<file path="config.mk">
export PLATFORM = sky130hd
export DESIGN_NAME = lod_norm_frontend_flat
export DESIGN_NICKNAME = d
export VERILOG_FILES = /design/src/rtl/lod_norm_frontend_pkg.sv /design/src/rtl/lod_norm_frontend_if.sv /design/src/rtl/lod_norm_frontend_lod.sv /design/src/rtl/lod_norm_frontend.sv /design/src/flat_wrapper.sv
export SDC_FILE = /design/constraint.sdc
export NUM_CORES = 1
export LEC_CHECK = 0
export BUFFER_PORTS_ARGS = -buffer_cell sky130_fd_sc_hd__buf_2
export CAP_MARGIN = 25
export CORE_MARGIN = 2
export CORE_UTILIZATION = 39
export CTS_CLUSTER_DIAMETER = 30
export DETAILED_ROUTE_END_ITERATION = 10
export SYNTH_ARGS = -nofsm -noshare
export SYNTH_HDL_FRONTEND = slang
export SYNTH_HIERARCHICAL = 1
export SYNTH_SLANG_ARGS = --single-unit
</file>
<file path="constraint.sdc">
create_clock -name clk -period 2.2 [get_ports clk]
set_clock_uncertainty 0.15 [all_clocks]
set_input_delay 0.33 -clock clk [delete_from_list [all_inputs] [get_ports clk]]
set_output_delay 0.33 -clock clk [all_outputs]
set_load 0.005 [all_outputs]
</file>
<file path="src/rtl/lod_norm_frontend_pkg.sv">
// Shared constants for the operand front end of the approximate-multiplier datapath.
package lod_norm_frontend_pkg;

    // Default operand width and matching position/shift width (SW = log2(W)).
    localparam int W_DEF = 8;
    localparam int SW_DEF = 3;

    // Position reported for an all-zero operand.
    localparam int LOD_ZERO_POS = 0;

    // Output buffer depth and width of its occupancy counter.
    localparam int FIFO_DEPTH = 2;
    localparam int CNT_W = 2;

endpackage

</file>
<file path="src/rtl/lod_norm_frontend_if.sv">
// Operand-in / normalised-operand-out handshake bundle.
interface lod_norm_frontend_if
    import lod_norm_frontend_pkg::*;
#(
    parameter int W = W_DEF,
    parameter int SW = SW_DEF
);
    logic          in_valid;
    logic          in_ready;
    logic [W-1:0]  in_a;
    logic [W-1:0]  in_b;
    logic          out_valid;
    logic          out_ready;
    logic [W-1:0]  out_a;
    logic [W-1:0]  out_b;
    logic [SW-1:0] out_pos_a;
    logic [SW-1:0] out_pos_b;
    logic [SW-1:0] out_sh_a;
    logic [SW-1:0] out_sh_b;
    logic          out_zero_a;
    logic          out_zero_b;

    // Producer of operands / consumer of results.
    modport master (
        output in_valid, in_a, in_b, out_ready,
        input  in_ready, out_valid, out_a, out_b,
        input  out_pos_a, out_pos_b, out_sh_a, out_sh_b, out_zero_a, out_zero_b
    );

    // The front end itself.
    modport slave (
        input  in_valid, in_a, in_b, out_ready,
        output in_ready, out_valid, out_a, out_b,
        output out_pos_a, out_pos_b, out_sh_a, out_sh_b, out_zero_a, out_zero_b
    );
endinterface

</file>
<file path="src/rtl/lod_norm_frontend_lod.sv">
// Combinational leading-one detector: index of the highest set bit plus a zero flag.
module leading_one_detector
    import lod_norm_frontend_pkg::*;
#(
    parameter int W = W_DEF,
    parameter int SW = SW_DEF
)
(
    input  logic [W-1:0]  data,
    output logic [SW-1:0] pos,
    output logic          zero
);

    // Scan upward so the last hit, i.e. the highest set bit, wins.
    always_comb begin
        pos = SW'(LOD_ZERO_POS);
        for (int i = 0; i < W; i++) begin
            if (data[i]) begin
                pos = SW'(i);
            end
        end
    end

    assign zero = (data == '0);

endmodule

</file>
<file path="src/rtl/lod_norm_frontend.sv">
// Operand front end: leading-one detection on both operands, results held in a
// 2-entry FIFO so a single cycle of downstream backpressure costs no throughput.
module lod_norm_frontend
    import lod_norm_frontend_pkg::*;
#(
    parameter int W = W_DEF,
    parameter int SW = SW_DEF
)
(
    input logic               clk,
    input logic               rst_n,
    lod_norm_frontend_if.slave bus
);

    // Entry layout, MSB first: a, b, pos_a, pos_b, sh_a, sh_b, zero_a, zero_b.
    localparam int EW = 2*W + 4*SW + 2;

    logic [CNT_W-1:0] count;
    logic             wr_ptr;
    logic             rd_ptr;
    logic [EW-1:0]    mem [FIFO_DEPTH];
    logic [EW-1:0]    head;
    logic [EW-1:0]    entry_in;

    logic             push;
    logic             pop;
    logic [SW-1:0]    pos_a;
    logic [SW-1:0]    pos_b;
    logic [SW-1:0]    sh_a;
    logic [SW-1:0]    sh_b;
    logic             zero_a;
    logic             zero_b;

    leading_one_detector #(.W(W), .SW(SW)) u_lod_a (
        .data (bus.in_a),
        .pos  (pos_a),
        .zero (zero_a)
    );

    leading_one_detector #(.W(W), .SW(SW)) u_lod_b (
        .data (bus.in_b),
        .pos  (pos_b),
        .zero (zero_b)
    );

    // A zero operand needs no normalisation, so its shift is forced to 0 rather than W-1.
    assign sh_a = zero_a ? '0 : SW'(W-1) - pos_a;
    assign sh_b = zero_b ? '0 : SW'(W-1) - pos_b;

    // Ready depends only on registered occupancy, never on in_valid.
    assign bus.in_ready  = (count < CNT_W'(FIFO_DEPTH));
    assign bus.out_valid = (count != '0);

    assign push = bus.in_valid & bus.in_ready;
    assign pop  = bus.out_valid & bus.out_ready;

    assign entry_in = {bus.in_a, bus.in_b, pos_a, pos_b, sh_a, sh_b, zero_a, zero_b};

    // Head entry drives the outputs directly; nothing is computed on the pop path.
    assign head = mem[rd_ptr];
    assign {bus.out_a, bus.out_b, bus.out_pos_a, bus.out_pos_b,
            bus.out_sh_a, bus.out_sh_b, bus.out_zero_a, bus.out_zero_b} = head;

    // Occupancy and read/write pointers; reset discards any buffered entries.
    always_ff @(posedge clk or negedge rst_n) begin
        if (!rst_n) begin
            count  <= '0;
            wr_ptr <= 1'b0;
            rd_ptr <= 1'b0;
        end else begin
            if (push) begin
                wr_ptr <= ~wr_ptr;
            end
            if (pop) begin
                rd_ptr <= ~rd_ptr;
            end
            case ({push, pop})
                2'b10:   count <= count + CNT_W'(1);
                2'b01:   count <= count - CNT_W'(1);
                default: count <= count;
            endcase
        end
    end

    // Entry storage; cleared on reset so every output reads 0 while in reset.
    always_ff @(posedge clk or negedge rst_n) begin
        if (!rst_n) begin
            mem[0] <= '0;
            mem[1] <= '0;
        end else if (push) begin
            mem[wr_ptr] <= entry_in;
        end
    end

endmodule

</file>
<file path="src/flat_wrapper.sv">
// flat-port wrapper written by rule: the top's interface ports become plain ports
module lod_norm_frontend_flat import lod_norm_frontend_pkg::*;
#(
    parameter int W = W_DEF,
    parameter int SW = SW_DEF
)
  (clk, rst_n, bus_in_valid, bus_in_a, bus_in_b, bus_out_ready, bus_in_ready, bus_out_valid, bus_out_a, bus_out_b, bus_out_pos_a, bus_out_pos_b, bus_out_sh_a, bus_out_sh_b, bus_out_zero_a, bus_out_zero_b);
  lod_norm_frontend_if #(.W(W), .SW(SW)) bus_i ();
  input logic clk;
  input logic rst_n;
  input wire logic [$bits(bus_i.in_valid)-1:0] bus_in_valid;
  input wire logic [$bits(bus_i.in_a)-1:0] bus_in_a;
  input wire logic [$bits(bus_i.in_b)-1:0] bus_in_b;
  input wire logic [$bits(bus_i.out_ready)-1:0] bus_out_ready;
  output wire logic [$bits(bus_i.in_ready)-1:0] bus_in_ready;
  output wire logic [$bits(bus_i.out_valid)-1:0] bus_out_valid;
  output wire logic [$bits(bus_i.out_a)-1:0] bus_out_a;
  output wire logic [$bits(bus_i.out_b)-1:0] bus_out_b;
  output wire logic [$bits(bus_i.out_pos_a)-1:0] bus_out_pos_a;
  output wire logic [$bits(bus_i.out_pos_b)-1:0] bus_out_pos_b;
  output wire logic [$bits(bus_i.out_sh_a)-1:0] bus_out_sh_a;
  output wire logic [$bits(bus_i.out_sh_b)-1:0] bus_out_sh_b;
  output wire logic [$bits(bus_i.out_zero_a)-1:0] bus_out_zero_a;
  output wire logic [$bits(bus_i.out_zero_b)-1:0] bus_out_zero_b;
  assign bus_i.in_valid = bus_in_valid;
  assign bus_i.in_a = bus_in_a;
  assign bus_i.in_b = bus_in_b;
  assign bus_i.out_ready = bus_out_ready;
  assign bus_in_ready = bus_i.in_ready;
  assign bus_out_valid = bus_i.out_valid;
  assign bus_out_a = bus_i.out_a;
  assign bus_out_b = bus_i.out_b;
  assign bus_out_pos_a = bus_i.out_pos_a;
  assign bus_out_pos_b = bus_i.out_pos_b;
  assign bus_out_sh_a = bus_i.out_sh_a;
  assign bus_out_sh_b = bus_i.out_sh_b;
  assign bus_out_zero_a = bus_i.out_zero_a;
  assign bus_out_zero_b = bus_i.out_zero_b;
  lod_norm_frontend #(.W(W), .SW(SW)) u_core (.clk(clk), .rst_n(rst_n), .bus(bus_i));
endmodule
</file>
==> results.json, run 1 <==
{
  "outcome": "complete, no violations",
  "r2r-end": "u_core/mem[43]",
  "yosys.area.top_type": "dfrtp_1",
  "syn_avg_cell_area_um2": 13.9,
  "final_hold_viol_count": 0,
  "ios": 52,
  "h-tree-depth": 3,
  "fp.dieH_um": 91.7,
  "post-route-min-period_ns": 2.00,
  "cpPeakStageDelay_ns": 0.39,
  "hold_class": "in -> reg",
  "synth_compound_area_frac": 0.0467,
  "yosysMostFrequentCell": "dfrtp_1",
  "yosysWarnings": 6,
  "syn-cell-area_um2": 3000,
  "period_share": 0.909,
  "grt_pass1_wl_um": 9170,
  "row_count": 31,
  "ys_ff_latch": 64,
  "rsz0062_at_grt": "no",
  "first_iter_violations": 108,
  "clk_latency_ns": 0.33,
  "r2r_slack_ns": 0.38,
  "setup_viol": 0,
  "netlist_top_cells_count": "dfrtp_1 (64), mux2_2 (61), mux2_4 (17)",
  "crit_path_end_kind": "output pin",
  "yosysTopAreaCellShare": 0.534,
  "clock-root-buffer": "clkbuf_8",
  "avgViaCountPerCell": 4.86,
  "ant_nets": 0,
  "drc_errors": 0,
  "synthCells": 215,
  "gr-total-overflow": 0,
  "dp.cells": 359,
  "synth_edf_count": 0,
  "endpoint": "bus_out_sh_a[2]",
  "coreArea_um2": 7330,
  "synthMuxAreaShare": 0.314,
  "globalplace.congestion": 0.703,
  "post_cts_buffers": 0,
  "synth_nets": 236,
  "dieArea_um2": 8410,
  "cts_resized": 0,
  "die-width_um": 91.7,
  "synth_area_leaders": "dfrtp_1 (53%), mux2_2 (23%), mux2_4 (8.5%)",
  "path_cells": "buf_4, mux2_2, buf_2",
  "drive_above_1_share": 0.576,
  "dpl.hpwl_um": 3590,
  "r2r_cells": 3,
  "synth_top_family_by_area": "multiplexers",
  "slowest_stage": "mux2_2",
  "power_density_nw_per_um2": 1390,
  "vias": 1821,
  "p_leak_nw": 1.67,
  "synthToLayoutAreaGrowth_pct": 19.6,
  "synth_xor_area_frac": 0.0117,
  "antenna_found_initial": 0,
  "slew_headroom": 0.568,
  "synth_flop_cell": "dfrtp_1",
  "grt_use_total": 0.143,
  "cts_hold_buf": 1,
  "nNetsFinal": 293,
  "tritoncts": "built",
  "finalSetupTns_ns": 0,
  "avgRoutedWirePerCell_um": 15.0,
  "wl_um": 5620,
  "r2r-start": "u_core/wr_ptr",
  "async_flop_share": 1.00,
  "ys_types": 24,
  "clk_pin_slew_ns": 0.08,
  "start_util": 0.409,
  "fmax_ghz": 0.500,
  "yosysSeqAreaShare": 0.534,
  "synthAdderAreaFrac": 0.00417,
  "grt_pass1_vias": 1817,
  "numCtsBuffers": 9,
  "dr.pass1.iters": 4,
  "worstPathRequired_ns": 1.72,
  "grt_max_degree": 65,
  "maxCapViolCount": 0,
  "peakVddDrop_uv": 630,
  "tightest_slew_ns": 0.642,
  "io_buffers": 51,
  "diodes": 0,
  "arrival_ns": 1.52,
  "crit_path_max_fanout": 23,
  "cts_buffer_depth": 2,
  "clock-sinks": 64,
  "synthSimpleGateAreaFrac": 0.0542,
  "critical_path.startpoint_type": "flip-flop",
  "critical_path_class": "reg -> out",
  "critPathLaunch": "u_core/rd_ptr",
  "drv_slew": 0,
  "instances_no_fill": 375
}
==> worst min path at each step <==
stage / from / end / slack, ns / cells after the start
after floorplan: rst_n / u_core/count[0] / -0.12 / 0
after global placement: rst_n / u_core/mem[17] / 0.22 / 2
after detailed placement: rst_n / u_core/mem[47] / 0.23 / 2
after CTS: bus_in_a[2] / u_core/mem[24] / 0.11 / 2
after global routing: bus_in_b[0] / u_core/mem[14] / 0.1 / 2
final: bus_in_a[2] / u_core/mem[24] / 0.11 / 2
==> cell type report <==
cell class	instances	area, um^2
clock buffers	9	124
clock inverters	6	85.1
fillers	675	3740
inverters	5	18.8
multi-input cells	133	1290
flip-flops and latches	64	1600
well taps	99	124
repair buffers	59	343
==> stage by stage <==
stage	power (mW)	util	instance area (um^2)	hold WS, ns	setup WS [ns]
finish	5.00	0.490	3590	0.114	0.201
global route	5.35	0.490	3590	0.0998	0.105
CTS	5.08	0.490	3590	0.105	0.153
detailed placement	3.98	0.460	3370	0.226	0.387
global placement	3.93	0.460	3370	0.220	0.398
floorplan	3.34	-	3000	-0.116	0.551
==> power by group <==
| part | switching [mW] | internal, mW |
|---|---|---|
| sequential | 0.257 | 1.69 |
| combinational | 0.755 | 1.22 |
| clock | 0.449 | 0.627 |
| total | 1.46 | 3.53 |
==> registers in the layout, summed over array words and instances, names as in the netlist <==
name and flops:
u_core/mem 60, u_core/count 2, u_core/rd_ptr 1, u_core/wr_ptr 1
==> kinds of logic after synthesis <==
logic type,Yosys count
AOI/OAI and AO/OA,20
xor gates and xnor gates,4
adders and majority gates,1
buffers and inverters,18
DFF,64
muxes,78
and+or+nand+nor,30
==> cell usage in the layout, fill, tap and decap left out <==
master         instances
clkinv_2               2
or3b_2                 1
mux2_2                61
inv_1                  5
a21oi_1                4
nor4b_2                2
nand3b_1               1
dlygate4sd3_1          1
or2b_1                 1
ha_1                   1
buf_4                  5
dfrtp_1               64
buf_2                 51
xor2_1                 1
buf_12                 2
o31ai_1               16
nor2_1                 5
mux2_4                17
bufinv_16              2
clkinvlp_4             2
xnor2_1                3
nor2_2                 2
and2_1                 1
nand2_2                2
clkbuf_8               9
nand2_1               14
or2_2                  1
==> critical path: cells and delay by family (launching register included) <==
kind / cells / cell delay (ns)
multiplexers: 1 / 0.39
flip-flops: 1 / 0.34
buffers and inverters: 2 / 0.44
==> per-layer routing <==
metal  GRT usage  part of all wire  wire [um]  up-vias
li1            -                 -          -      873
met1       0.196              0.48       2700      907
met2       0.205              0.46       2590       33
met3      0.0435             0.039        218        8
met4      0.0709             0.020        111        0
met5           0                 0          0        -
Note: power is estimated with default switching activity, not from simulation.
==> inputs of run 2 (changes only) <==
Settings changed: BUFFER_PORTS_ARGS -buffer_cell sky130_fd_sc_hd__buf_2 to unset, DONT_BUFFER_PORTS set to 1.
==> results.json, run 2 (synthesis results as in run 1) <==
{
  "peakVddDrop_uv": 665,
  "grt_pass1_vias": 1840,
  "drive_above_1_share": 0.448,
  "globalplace.congestion": 0.697,
  "clock-root-buffer": "clkbuf_8",
  "h-tree-depth": 3,
  "cts_hold_buf": 18,
  "avgViaCountPerCell": 5.02,
  "p_leak_nw": 1.55,
  "io_buffers": 0,
  "nNetsFinal": 258,
  "fill_cells": 624,
  "first_iter_violations": 107,
  "slew_headroom": 0.555,
  "gr-total-overflow": 0,
  "numCtsBuffers": 9,
  "cts_resized": 0,
  "synthToLayoutAreaGrowth_pct": 17.7,
  "critical_path_class": "reg -> out",
  "critical_path.startpoint_type": "flip-flop",
  "antenna_found_initial": 0,
  "outcome": "complete, no violations",
  "tritoncts": "built",
  "final_hold_viol_count": 0,
  "fmax_ghz": 0.531,
  "cts_buffer_depth": 2,
  "dr.pass1.iters": 4,
  "rsz0062_at_grt": "no",
  "grt_max_degree": 65,
  "avgRoutedWirePerCell_um": 16.7,
  "maxCapViolCount": 0,
  "dieArea_um2": 8410,
  "setup_viol": 0,
  "worstPathRequired_ns": 1.72,
  "drv_slew": 0,
  "grt_use_total": 0.146,
  "period_share": 0.855,
  "dpl.hpwl_um": 3520,
  "finalSetupTns_ns": 0,
  "crit_path_end_kind": "output pin",
  "row_count": 31,
  "die-width_um": 91.7,
  "regMostFlops": "u_core/mem",
  "vias": 1706,
  "instances_no_fill": 340,
  "wl_um": 5690,
  "largest_registers": "u_core/mem: 60 flops, u_core/count: 2 flops",
  "final_common_cell": "dfrtp_1",
  "diodes": 0,
  "power_density_nw_per_um2": 1370,
  "regArea_um2": 1600,
  "drc_errors": 0,
  "post-route-min-period_ns": 1.88,
  "arrival_ns": 1.40,
  "clk_latency_ns": 0.33,
  "clk_pin_slew_ns": 0.07,
  "clock-sinks": 64,
  "post_cts_buffers": 0,
  "largest_reg_flops": 60,
  "crit_path_max_fanout": 23,
  "ant_nets": 0,
  "ios": 52,
  "final_cell_mix": "dfrtp_1 (64), mux2_2 (61), mux2_4 (17), dlygate4sd3_1 (17), o31ai_1 (16)",
  "hold_class": "in -> reg",
  "fp.dieH_um": 91.7,
  "multiInputGateArea_um2": 1290,
  "coreArea_um2": 7330,
  "grt_pass1_wl_um": 9480,
  "start_util": 0.409,
  "tightest_slew_ns": 0.662,
  "dp.cells": 307
}
-- run 2: cell count changes in the layout (fill, tap and decap cells not counted) --
cell	change
clkbuf_8	+4
clkinv_2	-2
buf_12	-1
buf_16	+1
dlygate4sd3_1	+16
clkinvlp_4	-2
buf_2	-51
-- run 2: per-stage QoR --
| stage | area [um^2] | hold slack (ns) | total power, mW | util | setup slack [ns] |
|---|---|---|---|---|---|
| global placement | 3090 | -0.114 | 3.58 | 0.422 | 0.438 |
| CTS | 3530 | 0.0972 | 4.89 | 0.482 | 0.276 |
| global route | 3530 | 0.114 | 5.13 | 0.482 | 0.226 |
| finish | 3530 | 0.105 | 4.82 | 0.482 | 0.318 |
| floorplan | 3000 | -0.116 | 3.34 | - | 0.551 |
| detailed placement | 3090 | -0.114 | 3.64 | 0.422 | 0.413 |
-- run 2: final cells by class --
type,count,share of cell area
clock buffer,13,0.0507
clock inverter,2,0.0170
inverter,5,0.00532
multi-input combinational,133,0.366
sequential,64,0.454
tap,99,0.0351
timing repair buffer,24,0.0723
-- run 2: critical path: stages (launching register included) --
cell,delay (ns)
dfrtp_1,0.34
buf_4,0.32
mux2_2,0.41
-- run 2: worst paths after layout --
| path | start | to | slack [ns] | cells past startpoint |
|---|---|---|---|---|
| setup / recovery | u_core/rd_ptr | bus_out_sh_a[1] | 0.32 | 2 |
| max in group asynchronous | rst_n | u_core/mem[13] | 1.26 | 2 |
| hold reg to reg | u_core/mem[36] | u_core/mem[36] | 0.32 | 2 |
| hold / removal | bus_in_a[7] | u_core/mem[37] | 0.10 | 3 |
| setup reg to reg | u_core/count[1] | u_core/mem[49] | 0.41 | 3 |
| min in group asynchronous | rst_n | u_core/mem[14] | 0.37 | 2 |
-- run 2: power by group --
group | switching (mW) | internal, mW | leakage [nW]
Combinational | 0.685 | 1.00 | 0.664
Sequential | 0.255 | 1.69 | 0.763
Clock | 0.433 | 0.756 | 0.122
Total | 1.37 | 3.45 | 1.55
-- run 2: per-layer routing --
| layer | part of all wire | vias to the layer above | GRT usage |
|---|---|---|---|
| met2 | 0.46 | 37 | 0.219 |
| met3 | 0.040 | 10 | 0.0394 |
| met4 | 0.021 | 0 | 0.0709 |
| met1 | 0.48 | 856 | 0.198 |
| met5 | 0 | - | 0 |
| li1 | - | 803 | - |
==> inputs of run 3 (changes only) <==
Settings changed: CELL_PAD_IN_SITES_DETAIL_PLACEMENT set to 1, CELL_PAD_IN_SITES_GLOBAL_PLACEMENT set to 2, PLACE_DENSITY_LB_ADDON set to 0.1.
==> results.json, run 3 (synthesis results as in run 1) <==
{
  "die-width_um": 91.7,
  "tightest_slew_ns": 0.558,
  "largest_registers": "u_core/mem: 60 flops, u_core/count: 2 flops",
  "post_cts_buffers": 0,
  "start_util": 0.409,
  "globalplace.congestion": 0.758,
  "clk_pin_slew_ns": 0.06,
  "avgViaCountPerCell": 5.01,
  "rsz0062_at_grt": "no",
  "fp.dieH_um": 91.7,
  "drv_slew": 0,
  "critical_path_class": "reg -> reg",
  "arrival_ns": 1.87,
  "r2r_slack_ns": 0.39,
  "crit_family": "simple AND/OR/NAND/NOR gates",
  "hold_class": "in -> reg",
  "grt_use_total": 0.160,
  "synthToLayoutAreaGrowth_pct": 17.1,
  "fmax_ghz": 0.551,
  "post-route-min-period_ns": 1.81,
  "critical_path.startpoint_type": "flip-flop",
  "coreArea_um2": 7330,
  "antenna_found_initial": 0,
  "grt_pass1_wl_um": 10400,
  "dp_slack_ns": 0.394,
  "clk_latency_ns": 0.32,
  "cts_resized": 0,
  "io_buffers": 0,
  "crit_buf_inv": 1,
  "grt_max_degree": 65,
  "slew_headroom": 0.625,
  "ios": 52,
  "power_density_nw_per_um2": 1360,
  "final_cell_mix": "dfrtp_1 (64), mux2_2 (61), dlygate4sd3_1 (18)",
  "dp.cells": 308,
  "dieArea_um2": 8410,
  "cpPeakStageDelay_ns": 0.45,
  "crit_path_max_fanout": 37,
  "r2r-start": "u_core/count[1]",
  "crit_cells": 3,
  "diodes": 0,
  "dr.pass1.iters": 4,
  "grt_pass1_vias": 1988,
  "clock-sinks": 64,
  "first_iter_violations": 75,
  "instances_no_fill": 343,
  "period_share": 0.824,
  "setup_viol": 0,
  "hold_ws_ns": 0.0110,
  "cts_buffer_depth": 2,
  "r2r_cells": 3,
  "finalSetupTns_ns": 0,
  "row_count": 31,
  "h-tree-depth": 3,
  "avgRoutedWirePerCell_um": 18.0,
  "final_hold_viol_count": 0,
  "drc_errors": 0,
  "maxCapViolCount": 0,
  "hold_start": "bus_in_b[7]",
  "nNetsFinal": 260,
  "ant_nets": 0,
  "outcome": "complete, no violations",
  "regMostFlops": "u_core/mem",
  "path_cells": "or3b_2, buf_4, mux2_4",
  "numCtsBuffers": 9,
  "peakVddDrop_uv": 502,
  "slowest_stage": "or3b_2",
  "critPathLaunch": "u_core/count[1]",
  "drive_above_1_share": 0.439,
  "crit_path_end_kind": "flip-flop",
  "hold_depth": 1,
  "gr-total-overflow": 0,
  "dpl.hpwl_um": 4010,
  "p_leak_nw": 1.54,
  "final_common_cell": "dfrtp_1",
  "vias": 1717,
  "wl_um": 6180,
  "tritoncts": "built",
  "setup_slack_ns": 0.387,
  "largest_reg_flops": 60,
  "cts_hold_buf": 18,
  "worstPathRequired_ns": 2.26,
  "clock-root-buffer": "clkbuf_8"
}
-- run 3: cell types whose count changed in the layout (fill, tap and decap cells not counted) --
cell | previous run | this run
clkbuf_1 | 0 | 3
clkbuf_8 | 13 | 10
clkinv_2 | 0 | 1
dlygate4sd3_1 | 17 | 18
buf_4 | 5 | 7
buf_12 | 1 | 0
-- run 3: final timing paths --
path / to
setup / recovery: u_core/mem[43]
hold / removal: u_core/mem[21]
setup reg to reg: u_core/mem[43]
hold reg to reg: u_core/mem[5]
max in group asynchronous: u_core/mem[52]
min in group asynchronous: u_core/mem[15]
-- run 3: per-stage QoR --
stage | util | power [mW] | instance area, um^2
3_5_place_dp | 0.421 | 3.67 | 3090
2_1_floorplan | - | 3.34 | 3000
3_3_place_gp | 0.421 | 3.57 | 3090
4_1_cts | 0.478 | 4.86 | 3500
5_1_grt | 0.479 | 5.10 | 3510
6_report | 0.479 | 4.77 | 3510
-- run 3: final cells by class --
class / instances / area (um^2)
Fill cell: 749 / 3820
Timing Repair Buffer: 26 / 260
Multi-Input combinational cell: 133 / 1290
Tap cell: 99 / 124
Clock buffer: 13 / 149
Inverter: 5 / 18.8
Clock inverter: 3 / 65.1
Sequential cell: 64 / 1600
-- run 3: report_power, final --
group / internal, mW / switching, mW
Sequential: 1.69 / 0.270
Clock: 0.669 / 0.419
Combinational: 1.00 / 0.717
-- run 3: per-layer routing --
metal	GRT usage	share of wire	up-vias
li1	-	-	805
met1	0.199	0.42	868
met2	0.266	0.51	35
met3	0.0419	0.047	9
met4	0.0634	0.016	0
met5	0	0	-
